File: src/rtl/pc_sequencer_pkg.sv
// Shared encodings for the PC sequencer: next-PC operations and FSM states.
package pc_sequencer_pkg;

  localparam int PC_W = 16;

  // Next-PC operation carried on pc_op; codes 6-7 are reserved and retire as NEXT.
  typedef enum logic [2:0] {
    OP_NEXT = 3'd0,
    OP_JREL = 3'd1,
    OP_JABS = 3'd2,
    OP_CALL = 3'd3,
    OP_RET  = 3'd4,
    OP_HALT = 3'd5
  } pc_op_e;

  typedef enum logic [1:0] {
    ST_IDLE  = 2'd0,
    ST_FETCH = 2'd1,
    ST_EXEC  = 2'd2,
    ST_HALT  = 2'd3
  } state_e;

endpackage

File: src/rtl/pc_sequencer_call_stack.sv
// LIFO of return addresses. full/empty are combinational on the occupancy count,
// so the caller can decide push/pop legality in the same cycle it issues them.
module call_stack #(
  parameter int DEPTH = 4,
  parameter int W     = 16
) (
  input  logic         clk,
  input  logic         rst_n,
  input  logic         push,
  input  logic         pop,
  input  logic [W-1:0] din,
  output logic [W-1:0] dout,
  output logic         full,
  output logic         empty
);

  localparam int CW = $clog2(DEPTH + 1);
  localparam int AW = (DEPTH > 1) ? $clog2(DEPTH) : 1;

  logic [CW-1:0]           cnt;
  logic [DEPTH-1:0][W-1:0] mem;
  logic [AW-1:0]           wr_idx;
  logic [AW-1:0]           rd_idx;

  assign full   = (cnt == CW'(DEPTH));
  assign empty  = (cnt == '0);
  assign wr_idx = AW'(cnt);
  assign rd_idx = AW'(cnt - CW'(1));
  assign dout   = mem[rd_idx];

  // Occupancy count; reset empties the stack. Illegal push/pop are dropped.
  always_ff @(posedge clk or negedge rst_n) begin
    if (!rst_n)               cnt <= '0;
    else if (push && !full)   cnt <= cnt + CW'(1);
    else if (pop && !empty)   cnt <= cnt - CW'(1);
  end

  // Entry storage; contents above the count are don't-care so no reset is needed.
  always_ff @(posedge clk) begin
    if (push && !full) mem[wr_idx] <= din;
  end

endmodule

File: src/rtl/pc_sequencer.sv
// Instruction sequencer: fetches from memory at pc, presents ir to the datapath,
// and advances pc by the op reported alongside exec_done (incl. call/return).
module pc_sequencer
  import pc_sequencer_pkg::*;
#(
  parameter logic [PC_W-1:0] RESET_VECTOR = 16'h0000,
  parameter int              STACK_DEPTH  = 4
) (
  input  logic            clk,
  input  logic            rst_n,
  input  logic            start,
  output logic            mem_rd,
  output logic [PC_W-1:0] mem_addr,
  input  logic            mem_ready,
  input  logic [PC_W-1:0] mem_data,
  output logic [PC_W-1:0] ir,
  output logic            ir_valid,
  input  logic            exec_done,
  input  logic [2:0]      pc_op,
  input  logic [PC_W-1:0] pc_operand,
  output logic [PC_W-1:0] pc,
  output logic            halted,
  output logic            stack_err
);

  state_e          state;
  pc_op_e          op;
  logic            retire;
  logic            stk_push;
  logic            stk_pop;
  logic            stk_full;
  logic            stk_empty;
  logic [PC_W-1:0] stk_dout;
  logic [PC_W-1:0] pc_inc;

  assign op       = pc_op_e'(pc_op);
  assign retire   = (state == ST_EXEC) && exec_done;
  assign pc_inc   = pc + 16'd1;
  assign stk_push = retire && (op == OP_CALL) && !stk_full;
  assign stk_pop  = retire && (op == OP_RET) && !stk_empty;
  assign mem_addr = pc;

  call_stack #(
    .DEPTH (STACK_DEPTH),
    .W     (PC_W)
  ) u_stack (
    .clk   (clk),
    .rst_n (rst_n),
    .push  (stk_push),
    .pop   (stk_pop),
    .din   (pc_inc),
    .dout  (stk_dout),
    .full  (stk_full),
    .empty (stk_empty)
  );

  // Sequencer FSM; all outputs registered so they change only with state.
  always_ff @(posedge clk or negedge rst_n) begin
    if (!rst_n) begin
      state     <= ST_IDLE;
      pc        <= RESET_VECTOR;
      ir        <= '0;
      ir_valid  <= 1'b0;
      mem_rd    <= 1'b0;
      halted    <= 1'b0;
      stack_err <= 1'b0;
    end else begin
      ir_valid <= 1'b0;
      case (state)
        ST_IDLE: begin
          pc <= RESET_VECTOR;
          if (start) begin
            state  <= ST_FETCH;
            mem_rd <= 1'b1;
          end
        end
        ST_FETCH: begin
          if (mem_ready) begin
            ir       <= mem_data;
            ir_valid <= 1'b1;
            mem_rd   <= 1'b0;
            state    <= ST_EXEC;
          end
        end
        ST_EXEC: begin
          if (exec_done) begin
            state  <= ST_FETCH;
            mem_rd <= 1'b1;
            case (op)
              OP_JREL: pc <= pc + pc_operand;
              OP_JABS: pc <= pc_operand;
              OP_CALL: begin
                if (stk_full) begin
                  // Overflow is fatal: stop with pc pointing at the offending call.
                  state     <= ST_HALT;
                  mem_rd    <= 1'b0;
                  halted    <= 1'b1;
                  stack_err <= 1'b1;
                end else begin
                  pc <= pc_operand;
                end
              end
              OP_RET: begin
                if (stk_empty) begin
                  state     <= ST_HALT;
                  mem_rd    <= 1'b0;
                  halted    <= 1'b1;
                  stack_err <= 1'b1;
                end else begin
                  pc <= stk_dout;
                end
              end
              OP_HALT: begin
                state  <= ST_HALT;
                mem_rd <= 1'b0;
                halted <= 1'b1;
              end
              default: pc <= pc_inc;
            endcase
          end
        end
        default: ; // ST_HALT: terminal until reset
      endcase
    end
  end

endmodule

File: config.mk
export PLATFORM = sky130hd
export DESIGN_NAME = pc_sequencer
export DESIGN_NICKNAME = d
export VERILOG_FILES = /design/src/rtl/pc_sequencer_pkg.sv /design/src/rtl/pc_sequencer_call_stack.sv /design/src/rtl/pc_sequencer.sv
export SDC_FILE = /design/constraint.sdc
export NUM_CORES = 1
export LEC_CHECK = 0
export ABC_AREA = 1
export CAP_MARGIN = 30
export CELL_PAD_IN_SITES_DETAIL_PLACEMENT = 1
export CELL_PAD_IN_SITES_GLOBAL_PLACEMENT = 1
export CORE_MARGIN = 2
export CORE_UTILIZATION = 44
export CTS_CLUSTER_DIAMETER = 150
export DETAILED_ROUTE_END_ITERATION = 7
export PLACE_DENSITY_LB_ADDON = 0.1
export SETUP_SLACK_MARGIN = 0.15
export SYNTH_ARGS = -nofsm -noshare
export SYNTH_HDL_FRONTEND = slang
export SYNTH_HIERARCHICAL = 1
export SYNTH_SLANG_ARGS = --single-unit
export TNS_END_PERCENT = 10
File: constraint.sdc
create_clock -name clk -period 5.1 [get_ports clk]
set_input_delay 0.51 -clock clk [delete_from_list [all_inputs] [get_ports clk]]
set_output_delay 0.51 -clock clk [all_outputs]
set_load 0.01 [all_outputs]
## Word level (Yosys, flattened, before mapping)

Index checks and enable logic that the tools add are counted.

| word-level totals | value |
|---|---|
| register bits after elaboration | 105 |
| bits of input ports | 40 |
| output and inout port bits | 52 |
| word-level logic and storage cells | 89 |

| operators by class | value |
|---|---|
| add/sub/neg operators | 4 |
| order comparisons | 3 |
| eq/ne operators | 16 |
| muxes and demuxes | 32 |
| reductions and logical operators | 22 |

Operators by type and width:

| cell | number |
|---|---|
| $mux 16 | 5 |
| $pmux 16 s5 | 1 |
| $bwmux 64 | 1 |
| $bmux 16 s2 | 1 |
| $demux 16 s2 | 1 |
| $pmux 16 s2 | 1 |
| $add 16x1->16 const B | 1 |
| $add 16x16->16 | 1 |
| $reduce_and 5->1 | 3 |
| $pmux 2 s3 | 2 |
| $mux 2 | 5 |
| $eq 3x3->1 const B | 3 |
| $mux 1 | 9 |
| $pmux 1 s3 | 3 |
| $logic_and 1x1->1 | 8 |
| $ne 2x2->1 const B | 4 |
| $eq 3x2->1 const B | 2 |
| $lt 2x3->1 const B | 2 |
| $mux 3 | 2 |
| $ne 3x3->1 const B | 2 |
| $reduce_bool 2->1 | 3 |
| $reduce_bool 3->1 | 2 |
| $ne 2x1->1 const B | 2 |
| $reduce_and 4->1 | 1 |
| 11 further kinds | 12 |

## Logic depth before layout (Yosys ltp)

| depth | value |
|---|---|
| depth in word-level cells | 7 |
| gate-level depth with buffers | 13 |
| depth with buffers taken out | 13 |

## Cells and area by module

Netlist, hierarchy kept.

Modules (own cells, without submodules):

| module | times used | cells an instance | area an instance (um^2) | sequential area each (um^2) |
|---|---|---|---|---|
| pc_sequencer | 1 | 540 | 3400.8 | 950.9 |
| call_stack | 1 | 233 | 2785.2 | 1996.9 |

## Least setup slack after synthesis

Ideal clock, no wire load.

| path | value |
|---|---|
| kind | register to register |
| from | reg u_stack.cnt[0] |
| to | reg u_stack/mem[16] (netlist name), enable pin |
| library setup time | 0.389 ns |
| data arrival time | 2.217 ns |
| required time | 4.711 ns |
| slack | 2.495 ns |
| stages on the path, launching flop included | 9 |
| clock period less this slack | 2.605 ns |
| cells stage by stage | dfrtp_1 inv_2 buf_4 ha_1 nand2_1 inv_1 nor3_1 nand2_1 nor2_1 |

| on the way | value |
|---|---|
| word-level cells in the longest chain between the ends | 4 |

Ends and longest elaborated chain:

| item | line | source |
|---|---|---|
| from (decl) | pc_sequencer_call_stack.sv:20 | `logic [CW-1:0] cnt;` |
| from (signal assigned) | pc_sequencer_call_stack.sv:34 | `else if (push && !full) cnt <= cnt + CW'(1);` |
| from (signal assigned) | pc_sequencer_call_stack.sv:35 | `else if (pop && !empty) cnt <= cnt - CW'(1);` |
| $eq 3x3->1 | pc_sequencer_call_stack.sv:25 | `assign full = (cnt == CW'(DEPTH));` |
| net stk_full | pc_sequencer.sv:31 | `logic stk_full;` |
| $logic_not 1->1 | pc_sequencer.sv:39 | `assign stk_push = retire && (op == OP_CALL) && !stk_full;` |
| $logic_and 1x1->1 | pc_sequencer.sv:39 |  |
| net stk_push | pc_sequencer.sv:29 | `logic stk_push;` |
| $logic_and 1x1->1 | pc_sequencer_call_stack.sv:40 | `if (push && !full) mem[wr_idx] <= din;` |
| to (signal, indexed assignment) | pc_sequencer_call_stack.sv:40 |  |
| to (decl) | pc_sequencer_call_stack.sv:21 | `logic [DEPTH-1:0][W-1:0] mem;` |

The timed path passes the listed nets, and every way through them passes these cells.
A chain may end at the register's enable or synchronous reset.

## Final worst setup path

| path | value |
|---|---|
| from | reg u_stack.cnt[0] |
| to | reg u_stack/mem[43] (netlist name), enable pin |

The elaborated chain is that of the path after synthesis.

==> run summary <==
Die H: 122.6 um
DRT Wirelength: 18280 um
leakage: 0.003664 uW
RSZ-0062 raised after global routing: false
I/O pin count: 92
# hold bufs at CTS: 0
R2R setup slack: 1.68 ns
ant diodes: 0
Setup crit end: u_stack/mem[43]
Reg2Reg Launch Point: u_stack/cnt[0]
Crit Path Class: reg2reg
post-cts resize count: 0
synth unique cells: 36
Routed Antenna Nets: 0
status: complete, no violations
die width: 122.6 um
actual slew at the worst max-slew pin: 0.8341 ns
initial core utilization: 44.74%
Mapped Area: 6186 sq um
area added between synthesis and finish: 20.43%
P per Cell Area: 227.7 nW/um^2
fin util: 53.88%
Worst EP required: 5.17 ns
worst min-delay path class: in2async
Max clock buf depth: 2
root buf cell: clkbuf_16
Setup crit end kind: flip-flop
Crit Path Max Fanout: 52
fin nets: 912
first-pass GRT wire length: 28840 um
GP Congestion: 0.8523
GR Overflow Total: 0
Core Box Area: 13830 sq um
maximum operating frequency: 0.2924 GHz
WHS: 0.1115 ns
Seq/Total Area, Yosys: 47.65%
largest net degree at the start of global routing: 53
DIE AREA: 15020 sq um
Period Utilization, post-route: 67.05%
vias: 5449
Slew headroom: 44.39%
1st-pass router iterations: 8
commonest non-fill, non-tap cells in the layout: nand2_1, inv_1, clkdlybuf4s50_1, nor2_1, edfxtp_1
vias in the first global route: 5845
DP Wirelength: 13870 um
First DRT Iteration DRCs: 270
VDD IR max: 153.5 uV
routed vias/inst: 5.290
worst r2r path cells: 8
clk_lat worst skew: 0.36 ns
IO Port Bufs: 91
fin crit period: 3.419 ns
Sink Count: 105
Worst Setup SP: u_stack/cnt[0]
GRT Total Usage: 25.19%
number of synthesized register bits: 105
postcts setup bufs: 0
commonest non-fill, non-tap cell in the layout: nand2_1
Synth Area per Inst: 8.003 sq um
Reg clk slew, reported paths: 0.08 ns
CP Data Arrival Time: 3.49 ns
synth warn: 6
final setup fails: 0
Cells after Synth: 773
clock buffer count from CTS: 9
r2r endpoint: u_stack/mem[43]
# rows: 43
Startpoint Class: flip-flop
WL/cell: 17.74 um
max_cap viols: 0
max-slew violation count: 0
final hold viol count: 0
Worst Skew: 0.006750 ns
initial antenna violation count: 0
CTS tree: yes
total power: 1696 uW
setup TNS: 0 ns
DRC: 0
share of cells above drive strength 1: 4.118%
Syn Nets: 840
CTS H-tree lvls: 3
report_power, final:
group / internal (uW) / switching (uW)
Sequential: 893 / 0
Combinational: 47.4 / 59.2
Clock: 342 / 354
flip-flops by register name, summed over array words and instances, names as in the netlist:
name / cells
u_stack/mem: 64
mem_addr: 16
ir_valid: 1
stack_err: 1
mem_rd: 1
halted: 1
u_stack/cnt: 3
state: 2
ir: 16
cells in the mapped netlist, drive strengths merged:
| cell type | n | share of area, % |
|---|---|---|
| a21o | 3 | 0.36 |
| or2 | 5 | 0.51 |
| a31o | 1 | 0.14 |
| a221oi | 8 | 1.1 |
| nand3 | 42 | 3.4 |
| o2111ai | 1 | 0.14 |
| nand3b | 3 | 0.36 |
| edfxtp | 64 | 31 |
| xor2 | 6 | 0.85 |
| buf | 29 | 3.3 |
| clkinv | 1 | 0.061 |
| nand4 | 4 | 0.40 |
| nor2 | 67 | 4.3 |
| clkbuf | 7 | 0.42 |
| o22ai | 2 | 0.20 |
| o211ai | 21 | 2.5 |
| nand2 | 268 | 16 |
| and2 | 1 | 0.10 |
| nor3 | 7 | 0.57 |
| dfrtp | 41 | 17 |
| ha | 26 | 5.3 |
| fa | 1 | 0.32 |
| o21bai | 4 | 0.55 |
| a21oi | 26 | 2.1 |
| inv | 102 | 6.2 |
| o21ai | 33 | 2.7 |
cell type report:
type,count,area (sq um)
clock buffer,9,225.2
clock inverter,7,62.56
fill,1713,6377
inverter,103,386.6
multi-input combinational,529,2619
sequential,105,2948
tap,180,225.2
timing repair buffer,97,983.4
worst min-delay path by stage:
| stage | start | endpoint | slack [ns] | cells after the start |
|---|---|---|---|---|
| global route | rst_n | mem_addr[15] | 0.14 | 1 |
| floorplan | rst_n | halted | 0.21 | 0 |
| CTS | rst_n | mem_addr[15] | 0.12 | 1 |
| detailed placement | stack_err | stack_err | 0.45 | 1 |
| finish | rst_n | mem_addr[15] | 0.11 | 1 |
| global placement | stack_err | stack_err | 0.45 | 1 |
logic make-up (layout without fill, tap and decap cells):
group | after synthesis | count (layout) | share of synthesized area (%)
simple gates | 397 | 397 | 25.99
xor+xnor | 6 | 6 | 0.8495
compound gates | 99 | 99 | 9.911
flops | 105 | 105 | 47.65
fa+ha+maj | 27 | 27 | 5.583
buf+inv | 139 | 216 | 10.01
critical path: stages (launching register included):
cell and delay [ns]:
dfrtp_1 0.73, inv_2 0.49, ha_1 0.39, nand2_1 0.10, inv_1 0.07, nor3_1 0.28, nand2_1 0.29, nor2_1 0.45
buf_4 0.30
through the flow:
step                      instance area (sq um)  setup WS [ns]  instances
after floorplan                            6186          2.495        773
after global placement                     7099          1.578       1010
after detailed placement                   7134          1.679       1013
after CTS                                  7422          1.603       1029
after global routing                       7450          1.361       1030
final                                      7450          1.681       1030
per-layer routing:
metal / routed length [um] / part of all wire, % / up-vias / global-route usage [%]
li1: - / - / 2637 / -
met1: 7885 / 43 / 2691 / 30.50
met2: 9425 / 52 / 91 / 45.21
met3: 549 / 3.0 / 30 / 3.625
met4: 415 / 2.3 / 0 / 9.555
met5: 0 / 0 / - / 0
(Power assumes the default switching activity.)
